## src/rtl/future_pkg.sv

```systemverilog
// Shared types and round-level helpers for the FUTURE 64-bit block cipher.
// State is MSB-first: column j = bits [16j +: 16], row r of column j = bits [16j+4r +: 4].
package future_pkg;

    localparam int NROUNDS_DEF = 10;

    typedef enum logic [1:0] {IDLE, RUN, DONE} fsm_e;

    // S-box table and MixColumn matrix, packed MSB-first: entry x at [4x +: 4], M[r][c] at [16r+4c +: 4]
    localparam logic [0:63] SBOX_T = 64'h13027E4D9AC6F58B;
    localparam logic [0:63] MIX_M  = 64'h8918329923899981;

    function automatic logic [3:0] sbox4(input logic [3:0] x);
        return SBOX_T[{x, 2'b00} +: 4];
    endfunction

    // GF(2^4) multiply modulo x^4 + x + 1
    function automatic logic [3:0] gf_mul(input logic [3:0] a, input logic [3:0] b);
        logic [3:0] p;
        logic [3:0] t;
        p = '0;
        t = a;
        for (int i = 0; i < 4; i++) begin
            if (b[i]) p = p ^ t;
            t = {t[2:0], 1'b0} ^ (t[3] ? 4'h3 : 4'h0);
        end
        return p;
    endfunction

    function automatic logic [0:63] shift_rows(input logic [0:63] x);
        logic [0:63] y;
        y = '0;
        for (int j = 0; j < 4; j++)
            for (int r = 0; r < 4; r++)
                y[16*j+4*r +: 4] = x[16*((j+r)%4)+4*r +: 4];
        return y;
    endfunction

    function automatic logic [0:63] round_key(input logic [0:63] k0, input logic [0:63] k1,
                                              input logic [3:0] rnd);
        logic [63:0] b;
        int          sh;
        b  = rnd[0] ? k1 : k0;
        sh = 5 * int'(rnd[3:1]);
        if (sh != 0) b = (b << sh) | (b >> (64 - sh));
        b[3:0] = b[3:0] ^ rnd;
        return b;
    endfunction

endpackage

```

## src/rtl/future_round.sv

```systemverilog
// Combinational FUTURE round: column S-box/mix, ShiftRows, round-key XOR.
module future_round
    import future_pkg::*;
(
    input  logic [0:63] state_i,
    input  logic [0:15] s_i,
    input  logic [0:63] rk_i,
    output logic [0:63] state_o
);

    logic [0:63] sm;

    for (genvar j = 0; j < 4; j++) begin : g_col
        sbmx u_sbmx (
            .col_i (state_i[16*j +: 16]),
            .s_i   (s_i),
            .col_o (sm[16*j +: 16])
        );
    end

    assign state_o = shift_rows(sm) ^ rk_i;

endmodule

```

## src/rtl/sbmx.sv

```systemverilog
// One state column: S-box on each nibble, then a per-bit select between the
// MixColumn result (s=1) and the plain S-box output (s=0).
module sbmx
    import future_pkg::*;
(
    input  logic [0:15] col_i,
    input  logic [0:15] s_i,
    output logic [0:15] col_o
);

    logic [0:15] sb;
    logic [0:15] mx;

    always_comb begin
        sb = '0;
        mx = '0;
        for (int r = 0; r < 4; r++)
            sb[4*r +: 4] = sbox4(col_i[4*r +: 4]);
        for (int r = 0; r < 4; r++)
            for (int c = 0; c < 4; c++)
                mx[4*r +: 4] = mx[4*r +: 4] ^ gf_mul(MIX_M[16*r+4*c +: 4], sb[4*c +: 4]);
    end

    assign col_o = (mx & s_i) | (sb & ~s_i);

endmodule

```

## src/rtl/future_enc_core.sv

```systemverilog
// Iterative FUTURE encryption core: whitening on accept, one round per cycle,
// ciphertext held in the state register until the consumer takes it.
module future_enc_core
    import future_pkg::*;
#(
    parameter int NROUNDS = NROUNDS_DEF
) (
    input  logic         clk,
    input  logic         rst_n,
    input  logic         in_valid,
    output logic         in_ready,
    input  logic [0:63]  pt,
    input  logic [0:127] key,
    output logic         out_valid,
    input  logic         out_ready,
    output logic [0:63]  ct
);

    localparam logic [3:0] LAST = 4'(NROUNDS);

    fsm_e        fsm_q;
    logic [3:0]  round_q;
    logic [0:63] k0_q, k1_q, state_q;
    logic        in_ready_q, out_valid_q;

    logic [0:15] s_d;
    logic [0:63] rk_d, state_d;

    // Final round skips MixColumn
    assign s_d  = (round_q == LAST) ? 16'h0000 : 16'hFFFF;
    assign rk_d = round_key(k0_q, k1_q, round_q);

    future_round u_round (
        .state_i (state_q),
        .s_i     (s_d),
        .rk_i    (rk_d),
        .state_o (state_d)
    );

    always_ff @(posedge clk or negedge rst_n) begin
        if (!rst_n) begin
            fsm_q       <= IDLE;
            in_ready_q  <= 1'b1;
            out_valid_q <= 1'b0;
            state_q     <= '0;
            round_q     <= '0;
            k0_q        <= '0;
            k1_q        <= '0;
        end else begin
            case (fsm_q)
                IDLE: if (in_valid) begin
                    k0_q       <= key[0:63];
                    k1_q       <= key[64:127];
                    state_q    <= pt ^ key[0:63];
                    round_q    <= 4'd1;
                    fsm_q      <= RUN;
                    in_ready_q <= 1'b0;
                end
                RUN: begin
                    state_q <= state_d;
                    round_q <= round_q + 4'd1;
                    if (round_q == LAST) begin
                        fsm_q       <= DONE;
                        out_valid_q <= 1'b1;
                    end
                end
                DONE: if (out_ready) begin
                    fsm_q       <= IDLE;
                    out_valid_q <= 1'b0;
                    in_ready_q  <= 1'b1;
                end
                default: fsm_q <= IDLE;
            endcase
        end
    end

    assign in_ready  = in_ready_q;
    assign out_valid = out_valid_q;
    assign ct        = state_q;

endmodule
```

## config.mk

```make
export PLATFORM = sky130hd
export DESIGN_NAME = future_enc_core
export DESIGN_NICKNAME = d
export VERILOG_FILES = /design/src/rtl/future_pkg.sv /design/src/rtl/future_round.sv /design/src/rtl/sbmx.sv /design/src/rtl/future_enc_core.sv
export SDC_FILE = /design/constraint.sdc
export NUM_CORES = 1
export LEC_CHECK = 0
export ABC_AREA = 1
export CORE_MARGIN = 8
export CORE_UTILIZATION = 35
export CTS_CLUSTER_DIAMETER = 150
export DETAILED_ROUTE_END_ITERATION = 16
export GPL_TIMING_DRIVEN = 0
export PLACE_DENSITY = 0.59
export REMOVE_ABC_BUFFERS = 1
export SLEW_MARGIN = 10
export SYNTH_ARGS = -nofsm -noshare
export SYNTH_HDL_FRONTEND = slang
export SYNTH_SLANG_ARGS = --single-unit
```

## constraint.sdc

```tcl
create_clock -name clk -period 5.83 [get_ports clk]
set_input_delay 0.583 -clock clk [delete_from_list [all_inputs] [get_ports clk]]
set_output_delay 0.583 -clock clk [all_outputs]
set_load 0.005 [all_outputs]
```

==> flow_metrics.tcl, run 1 <==
set metrics [dict create \
    status "finished clean" \
    htree_levels 4 \
    cts_tree "built" \
    cpMostUsedCell "buf_16" \
    skew_ns 0.0192 \
    endpoint "ct[25]$_DFFE_PN0P_" \
    die_w_um 281 \
    slowest_stage "inv_2" \
    tns_ns 0 \
    grt_pass1_vias 28500 \
    drtPass1Iterations 6 \
    worstReg2RegStart "round_q[2]$_DFFE_PN0P_" \
    synth-seq-cells 200 \
    final_cell_mix "nand2_1, nand3_1, clkdlybuf4s50_1" \
    synth_cell_types 42 \
    cts_hold_buffers 1 \
    layout_min_cycle_time_ns 5.43 \
    avgSynthCellArea_sq_um 5.60 \
    ys_seq_area_frac 0.204 \
    crit_family "buffers and inverters" \
    die_h_um 281 \
    cts_root_buffer "clkbuf_16" \
    drt-initial-drc-count 3781 \
    crit_fanout 51 \
    vias_per_cell 5.69 \
    nFillCells 7660 \
    drv_cap 0 \
    grt_start_max_net_pins 98 \
    path_depth 16 \
    min_path_type "flip-flop to flip-flop" \
    synth_top_cell_by_area "nand3_1" \
    grt_usage 0.295 \
    drive_gt1_frac 0.0276 \
    grt_setup_unrepaired "no" \
    syn_area_sq_mm 0.0246 \
    synth_top_cell_area_share 0.303 \
    hold_viol 0 \
    ios 262 \
    postCtsSetupBuffers 0 \
    std_cell_rows 97 \
    syn_to_final_growth_pct 17.8 \
    path_class "flip-flop to flip-flop" \
    final_area_sq_mm 0.0289 \
    cts.sinks 200 \
    dp_hpwl_mm 90.5 \
    ant_nets 0 \
    io_buffer_count 261 \
    ys_async_sr_fraction 1.00 \
    setup-violations-final 0 \
    dieArea_sq_mm 0.0789 \
    multiInputGateArea_sq_mm 0.0177 \
    ys_warn_count 0 \
    postCtsResizedCells 0 \
    cp.arrival_ns 5.83 \
    clk_pin_slew_worst_paths_ns 0.09 \
    r2r_cells 16 \
    synth-edff-count 0 \
    worstSetupStartpoint "round_q[2]$_DFFE_PN0P_" \
    hold_ws_ns 0.479 \
    clk_path_buf_depth 2 \
    drv_slew 0 \
    synth_ff_type "dfrtp_1" \
    cp-start-kind "flip-flop" \
    numCtsBuffers 17 \
    wl_per_cell_um 22.1 \
    antenna_found_initial 2 \
    crit_path_end_kind "flip-flop" \
    rrSetupSlack_ns 0.40 \
    worst_slew_pin_slew_ns 1.36 \
    drc 0 \
    crit_path_max_incr_delay_ns 0.83 \
    vias 30700 \
    crit_buf_inv 6 \
    slew_headroom 0.0858 \
    crit_required_ns 6.23 \
    final_common_cell "nand2_1" \
    insertion_delay_ns 0.52 \
    grt_overflow 0 \
    synth_area_leaders "nand3_1, nand2_1, dfrtp_1" \
    grt_first_pass_wirelength_mm 179 \
    fmax_mhz 184 \
    worstPathCellList "buf_16 > nand2_1 > ha_2 > inv_4 > buf_16 > xor2_4 > buf_16 > buf_16 > inv_2 > nand3_1 > nand3_1 > nand3_1 > nand2_1 > nor2_1 > o21ai_1 > nand2_1" \
    placed_area_sq_mm 0.0283 \
    period_share 0.931 \
    core_area_sq_mm 0.0698 \
    nets 4682 \
    reg2reg_to "ct[25]$_DFFE_PN0P_" \
    seq_area_sq_mm 0.00502 \
    synthCells 4382 \
    start_util 0.352 \
    gp_congestion 1.01 \
    postRouteWirelength_mm 119 \
]
[kinds of logic (layout without fill, tap and decap cells)]
kind of cell | count (synthesis) | count (layout) | share of synthesized area
other | 0 | 1 | 0
DFF | 200 | 200 | 0.204
xor gates and xnor gates | 163 | 163 | 0.0595
AOI/OAI and AO/OA | 220 | 220 | 0.0490
buffers and inverters | 487 | 564 | 0.0790
adders and majority gates | 40 | 40 | 0.0204
and+or+nand+nor | 3272 | 3272 | 0.588
[worst min path at each step]
| stage | from | endpoint | slack [ns] | cells past startpoint |
|---|---|---|---|---|
| after global routing | in_ready$_DFFE_PN1P_ | in_ready$_DFFE_PN1P_ | 0.50 | 2 |
| after global placement | fsm_q[0]$_DFFE_PN0P_ | fsm_q[1]$_DFFE_PN0P_ | 0.45 | 1 |
| after floorplan | rst_n | ct[0]$_DFFE_PN0P_ | 0.29 | 0 |
| after CTS | in_ready$_DFFE_PN1P_ | in_ready$_DFFE_PN1P_ | 0.49 | 2 |
| final | fsm_q[0]$_DFFE_PN0P_ | fsm_q[1]$_DFFE_PN0P_ | 0.48 | 1 |
| after detailed placement | out_valid$_DFFE_PN0P_ | out_valid$_DFFE_PN0P_ | 0.47 | 2 |
[worst register-to-register path: cells and delay by family, from the launching register on]
kind                       cells  cell delay, ns
AOI/OAI and AO/OA              1            0.23
xor gates and xnor gates       1            0.27
adders and majority gates      1            0.68
and+or+nand+nor                7            1.40
buffers and inverters          6            2.10
DFF                            1            0.62
[layout make-up]
cell class              instances  area share
multi-input cells            3695       0.614
flip-flops and latches        200       0.174
repair buffers                298       0.121
well taps                     940      0.0407
inverters                     234      0.0315
clock buffers                  19      0.0153
clock inverters                13     0.00459
diodes                          1   0.0000865
[per-layer routing]
metal / GRT usage / routed length, um
met2: 0.436 / 50400
met3: 0.0651 / 10700
met5: 0 / 0
met1: 0.391 / 50400
met4: 0.173 / 7660
[through the flow]
stage          setup slack (ns)  instances  utilization
6_report                  0.404       5400        0.414
5_1_grt                   0.317       5400        0.414
4_1_cts                   0.595       5399        0.414
3_5_place_dp              0.603       5366        0.406
3_3_place_gp             -14.31       5330        0.391
2_1_floorplan             -3.68       4129            -
[state kept, by name (all words and copies together) (netlist names)]
name / flops
ct: 64
round_q: 4
in_ready: 1
out_valid: 1
fsm_q: 2
k1_q: 64
k0_q: 64
[Yosys cell counts (all sizes together), types with 8 or more instances]
master	n
nand3	1488
a21oi	27
a31oi	8
nand3b	36
nand4	38
xor2	70
nand2	1615
xnor2	93
inv	234
nor2	76
or2	14
o211ai	19
ha	40
dfrtp	199
buf	110
clkbuf	143
o21ai	152
Power of run 1 is left out: the tool's default activity adds up to more than one toggle a clock period on the data nets, which glitch-free logic cannot reach.
==> run 2, diff against run 1 <==
- CAP_MARGIN: unset -> 20
- PLACE_DENSITY: 0.59 -> 0.58
- SYNTH_HIERARCHICAL: unset -> 1
==> run 2 against run 1 <==
Utilization fell by 0.26 points. Critical path depth rose by 1. Sequential share of layout area shrank 0.93 points. Fmax is 0.77% higher. Via count increased by 5.6%. Largest cell class unchanged. Non-clock buffer count up 3. Cell area rose by 5.6%. Critical endpoint is now ct[59]$_DFFE_PN0P_. Synthesized cell count up 10%. Sequential cell count did not move. First-iteration DRC count shrank 3.2%. Die area is 6.3% higher.
==> flow_metrics.tcl, run 2 <==
set metrics [dict create \
    crit_family "buffers and inverters" \
    cp.arrival_ns 5.78 \
    placed_area_sq_mm 0.0299 \
    ys_warn_count 6 \
    synth_common_cells "nand2_1, nand3_1, inv_1, dfrtp_1, o21ai_0" \
    synthCells 4821 \
    drv_cap 0 \
    synth_top_family_by_area "simple AND/OR/NAND/NOR gates" \
    drt-initial-drc-count 3660 \
    use_met3 0.0506 \
    synth_cell_types 41 \
    postRouteWirelength_mm 121 \
    htree_levels 4 \
    period_share 0.924 \
    nFillCells 8267 \
    crit_required_ns 6.23 \
    vias 32500 \
    syn_area_sq_mm 0.0262 \
    drtPass1Iterations 7 \
    final_common_cell "nand2_1" \
    slew_headroom 0.251 \
    path_class "flip-flop to flip-flop" \
    drv_slew 0 \
    cts_tree "built" \
    hold_viol 0 \
    synth-edff-count 0 \
    top_usage_layer "met2" \
    gp_congestion 0.978 \
    wl_per_cell_um 20.5 \
    layout_min_cycle_time_ns 5.39 \
    antenna_found_initial 3 \
    std_cell_rows 100 \
    synthSimpleGateAreaFrac 0.547 \
    crit_path_end_kind "flip-flop" \
    status "finished clean" \
    synth_xor_area_frac 0.0212 \
    io_buffer_count 261 \
    synth_top_cell_area_share 0.283 \
    drive_gt1_frac 0.0569 \
    synth_top_cell_by_area "nand2_1" \
    drc 0 \
    crit_buf_inv 5 \
    grt_pass1_vias 29100 \
    ant_nets 0 \
    slowest_stage "dfrtp_4" \
    grt_overflow 0 \
    nets 5140 \
    fmax_mhz 186 \
    insertion_delay_ns 0.52 \
    synth_most_common_cell "nand2_1" \
    synth_ff_type "dfrtp_1" \
    postCtsSetupBuffers 0 \
    grt_setup_unrepaired "no" \
    core_area_sq_mm 0.0742 \
    die_w_um 290 \
    dieArea_sq_mm 0.0838 \
    worst_slew_pin_slew_ns 1.12 \
    clk_path_buf_depth 2 \
    vias_per_cell 5.51 \
    cts.sinks 200 \
    worstPathCellList "ha_4 > inv_2 > buf_12 > nand3_2 > o21ai_4 > inv_2 > buf_12 > nand3_1 > nand3_1 > nand2_1 > nand2_1 > a31oi_1 > inv_1 > nand2_1 > nand2_1 > a21oi_1 > a2bb2oi_1" \
    setup-violations-final 0 \
    cp-start-kind "flip-flop" \
    numCtsBuffers 17 \
    ys_async_sr_fraction 1.00 \
    grt_start_max_net_pins 101 \
    grt_first_pass_wirelength_mm 180 \
    synthMuxAreaShare 0 \
    dp_hpwl_mm 92.9 \
    synth_compound_area_frac 0.111 \
    syn_to_final_growth_pct 16.7 \
    crit_fanout 63 \
    cpMostUsedCell "nand2_1" \
    synth_fa_ha_area_frac 0.0191 \
    skew_ns 0.0211 \
    cts_root_buffer "clkbuf_16" \
    grt_util_met2 0.436 \
    final_cell_mix "nand2_1, nand3_1, inv_1" \
    final_area_sq_mm 0.0306 \
    synth_area_leaders "nand2_1, nand3_1, dfrtp_1" \
    min_path_type "flip-flop to flip-flop" \
    crit_path_max_incr_delay_ns 0.66 \
    grt_usage 0.278 \
    grt_use_met1 0.374 \
    clk_pin_slew_worst_paths_ns 0.09 \
    ys_seq_area_frac 0.191 \
    die_h_um 290 \
    ios 262 \
    synth-seq-cells 200 \
    start_util 0.353 \
    avgSynthCellArea_sq_um 5.43 \
]
==> run 2: cell types whose count changed after synthesis, moves of 22 or more <==
cell / before / now
nand3b_1: 36 / 14
nand2_2: 1 / 25
inv_1: 225 / 391
xnor2_1: 92 / 27
o21ai_0: 130 / 192
nand3_1: 1488 / 1108
a21oi_1: 27 / 140
a2bb2oi_1: 0 / 62
clkbuf_1: 143 / 93
inv_2: 9 / 74
nand2_1: 1614 / 1974
o21ai_1: 18 / 49
xor2_1: 68 / 30
or2_2: 13 / 56
==> run 2: cells by family after synthesis <==
group                      count (synthesis)
AOI/OAI and AO/OA                        496
xor gates and xnor gates                  59
adders and majority gates                 40
DFF                                      200
buffers and inverters                    703
and+or+nand+nor                         3323
==> run 2: what timing repair did <==
item | CTS | global route
endpoints found under the hold margin | 31 | 0
hold buffers | 1 | 0
resized for setup | 0 | 0
==> run 2: worst paths after layout <==
path	start	end	cells after the start	slack, ns
worst max-delay path	round_q[1]$_DFFE_PN0P_	ct[59]$_DFFE_PN0P_	17	0.44
worst min-delay path	in_ready$_DFFE_PN1P_	in_ready$_DFFE_PN1P_	2	0.47
worst max register to register	round_q[1]$_DFFE_PN0P_	ct[59]$_DFFE_PN0P_	17	0.44
worst min register to register	in_ready$_DFFE_PN1P_	in_ready$_DFFE_PN1P_	2	0.47
max in group asynchronous	rst_n	ct[13]$_DFFE_PN0P_	3	4.49
min in group asynchronous	rst_n	ct[39]$_DFFE_PN0P_	2	0.52
==> run 2: area by class of cell <==
cell class / count / area [sq um] / area share
sequential: 200 / 5020 / 0.164
multi-input combinational: 3918 / 18400 / 0.602
timing repair buffer: 301 / 3520 / 0.115
antenna: 1 / 2.50 / 0.0000819
inverter: 466 / 1770 / 0.0581
clock buffer: 18 / 439 / 0.0144
clock inverter: 14 / 176 / 0.00577
tap: 969 / 1210 / 0.0397
==> run 2: worst min-delay path: stages, from the launching register on <==
cell and delay, ns:
dfstp_2 0.38, nand2_1 0.05, nand2_1 0.05
==> run 2: metal layers <==
layer,share of wire,wire length (um)
met4,0.044,5270
met5,0.000091,11
met2,0.44,53300
met3,0.086,10400
met1,0.43,51900
==> run 2: through the flow <==
stage               setup TNS (ns)   util  hold slack [ns]  setup WS [ns]  cells
detailed placement               0  0.403            0.455          0.163   5852
global placement          -3052.54  0.389            0.452         -20.90   5814
CTS                              0  0.411            0.468          0.142   5885
finish                           0  0.412            0.470          0.445   5887
floorplan                  -244.87      -            0.287          -3.86   4584
global route                     0  0.412            0.495          0.343   5886
Power of run 2 is left out for the same reason.
==> run 3, diff against run 2 <==
- CORE_MARGIN: 8 -> unset
- PLACE_DENSITY: 0.58 -> unset
- clock period: 5.83 -> 5.2 ns (I/O delays scaled with it)
==> run 3 against run 2 <==
Sequential share of layout area hardly changed. Global-route usage up 2.9 points. Via count up 0.74%. Non-clock buffer count up 2. First-iteration DRC count down 8.8%. Largest cell class unchanged. Wire length shrank 1.4%. Utilization rose by 0.33 points. Cell area fell by 0.21%. Count of clock-buffer cells in the layout rose by 1. Fmax increased by 9.7%.
==> flow_metrics.tcl, run 3 (synthesis gave the netlist of run 2 again) <==
set metrics [dict create \
    dieArea_sq_mm 0.0759 \
    vias 32700 \
    endpoint "ct[22]$_DFFE_PN0P_" \
    grt_setup_unrepaired "no" \
    setup-violations-final 0 \
    crit_fanout 67 \
    cts_root_buffer "clkbuf_16" \
    drtPass1Iterations 6 \
    min_path_type "primary input to asynchronous set/reset pin" \
    drt-initial-drc-count 3337 \
    wl_per_cell_um 20.3 \
    cp.arrival_ns 5.29 \
    period_share 0.944 \
    die_h_um 276 \
    final_area_sq_mm 0.0305 \
    grt_start_max_net_pins 113 \
    status "finished clean" \
    drv_cap 0 \
    syn_to_final_growth_pct 16.4 \
    crit_path_max_incr_delay_ns 0.70 \
    slew_headroom 0.268 \
    ios 262 \
    io_buffer_count 261 \
    final_common_cell "nand2_1" \
    drv_slew 0 \
    dp_hpwl_mm 90.8 \
    start_util 0.356 \
    clk_pin_slew_worst_paths_ns 0.10 \
    clk_path_buf_depth 2 \
    antenna_found_initial 3 \
    cp-start-kind "flip-flop" \
    layout_min_cycle_time_ns 4.91 \
    crit_path_end_kind "flip-flop" \
    worstPathCellList "inv_4 > ha_4 > xnor2_4 > inv_4 > nand3_1 > nand2_1 > o21ai_1 > nand2_1 > nand3_1 > nand3_1 > nand2_1 > inv_1 > nand2_1 > nand2_1 > a21oi_1 > a2bb2oi_1" \
    grt_overflow 0 \
    final_cell_mix "nand2_1, nand3_1, inv_1" \
    slowest_stage "xnor2_4" \
    placed_area_sq_mm 0.0298 \
    cts.sinks 200 \
    cts_tree "built" \
    worst_slew_pin_slew_ns 1.09 \
    numCtsBuffers 17 \
    worstSetupStartpoint "round_q[2]$_DFFE_PN0P_" \
    grt_usage 0.307 \
    hold_viol 0 \
    die_w_um 276 \
    std_cell_rows 99 \
    grt_pass1_vias 28900 \
    insertion_delay_ns 0.51 \
    ant_nets 0 \
    worstReg2RegStart "round_q[2]$_DFFE_PN0P_" \
    cpMostUsedCell "nand2_1" \
    path_class "flip-flop to flip-flop" \
    postRouteWirelength_mm 119 \
    vias_per_cell 5.56 \
    drive_gt1_frac 0.0571 \
    r2r_cells 16 \
    gp_congestion 1.01 \
    grt_first_pass_wirelength_mm 177 \
    reg2reg_to "ct[22]$_DFFE_PN0P_" \
    core_area_sq_mm 0.0735 \
    drc 0 \
    nets 5143 \
    htree_levels 4 \
    rrSetupSlack_ns 0.29 \
    crit_required_ns 5.58 \
    fmax_mhz 204 \
    skew_ns 0.0259 \
]
-- run 3: cell count changes in the layout (fill, tap and decap cells not counted), sizes merged --
cell | previous run | this run
clkinv | 6 | 7
buf | 40 | 42
clkbuf | 18 | 19
diode | 1 | 2
inv | 473 | 470
xor2 | 31 | 32
-- run 3: layout make-up --
class                           count  area, sq um
Inverter                          466         1780
Clock inverter                     12          136
Tap cell                          959         1200
Timing Repair Buffer              303         3480
Clock buffer                       19          443
Fill cell                        8145        43000
Antenna cell                        2         5.00
Sequential cell                   200         5020
Multi-Input combinational cell   3919        18400
-- run 3: per-layer routing --
metal  track usage  up-vias  wire length [um]
met5             0        -                 7
met4         0.155        2              6370
met3        0.0546      232             10600
met2         0.469     1541             51400
met1         0.413    15000             50800
li1              -    15900                 -
-- run 3: critical path, delay by kind of cell, from the launching register on --
family | cells | cell delay [ns]
fa+ha+maj | 1 | 0.34
xor+xnor | 1 | 0.70
flops | 1 | 0.67
simple gates | 8 | 1.34
compound gates | 3 | 0.69
buf+inv | 3 | 0.95
-- run 3: how the worst min path moves through the flow --
stage / cells after the start / to / slack, ns / start
5_1_grt: 2 / ct[58]$_DFFE_PN0P_ / 0.49 / rst_n
6_report: 2 / ct[58]$_DFFE_PN0P_ / 0.47 / rst_n
3_3_place_gp: 2 / in_ready$_DFFE_PN1P_ / 0.45 / in_ready$_DFFE_PN1P_
2_1_floorplan: 0 / ct[0]$_DFFE_PN0P_ / 0.22 / rst_n
4_1_cts: 2 / ct[58]$_DFFE_PN0P_ / 0.45 / rst_n
3_5_place_dp: 1 / ct[58]$_DFFE_PN0P_ / 0.42 / rst_n
-- run 3: stage by stage --
step | cells | util | worst slack [ns] | TNS (ns) | hold slack (ns)
global route | 5878 | 0.415 | 0.184 | 0 | 0.486
finish | 5880 | 0.415 | 0.292 | 0 | 0.465
global placement | 5804 | 0.393 | -19.39 | -3087.94 | 0.454
floorplan | 4584 | - | -4.43 | -294.16 | 0.224
detailed placement | 5840 | 0.406 | -0.264 | -3.07 | 0.421
CTS | 5874 | 0.414 | 0.135 | 0 | 0.453
-- run 3: repair_timing --
action                                 4_1_cts  5_1_grt
pin swaps                                    2        1
gates cloned                                 1        0
resized for setup                            2        1
setup endpoints to repair                   39       26
endpoints found under the hold margin       37        0
setup buffers                                1        3
hold buffers                                 1        0
Power of run 3 is left out for the same reason.
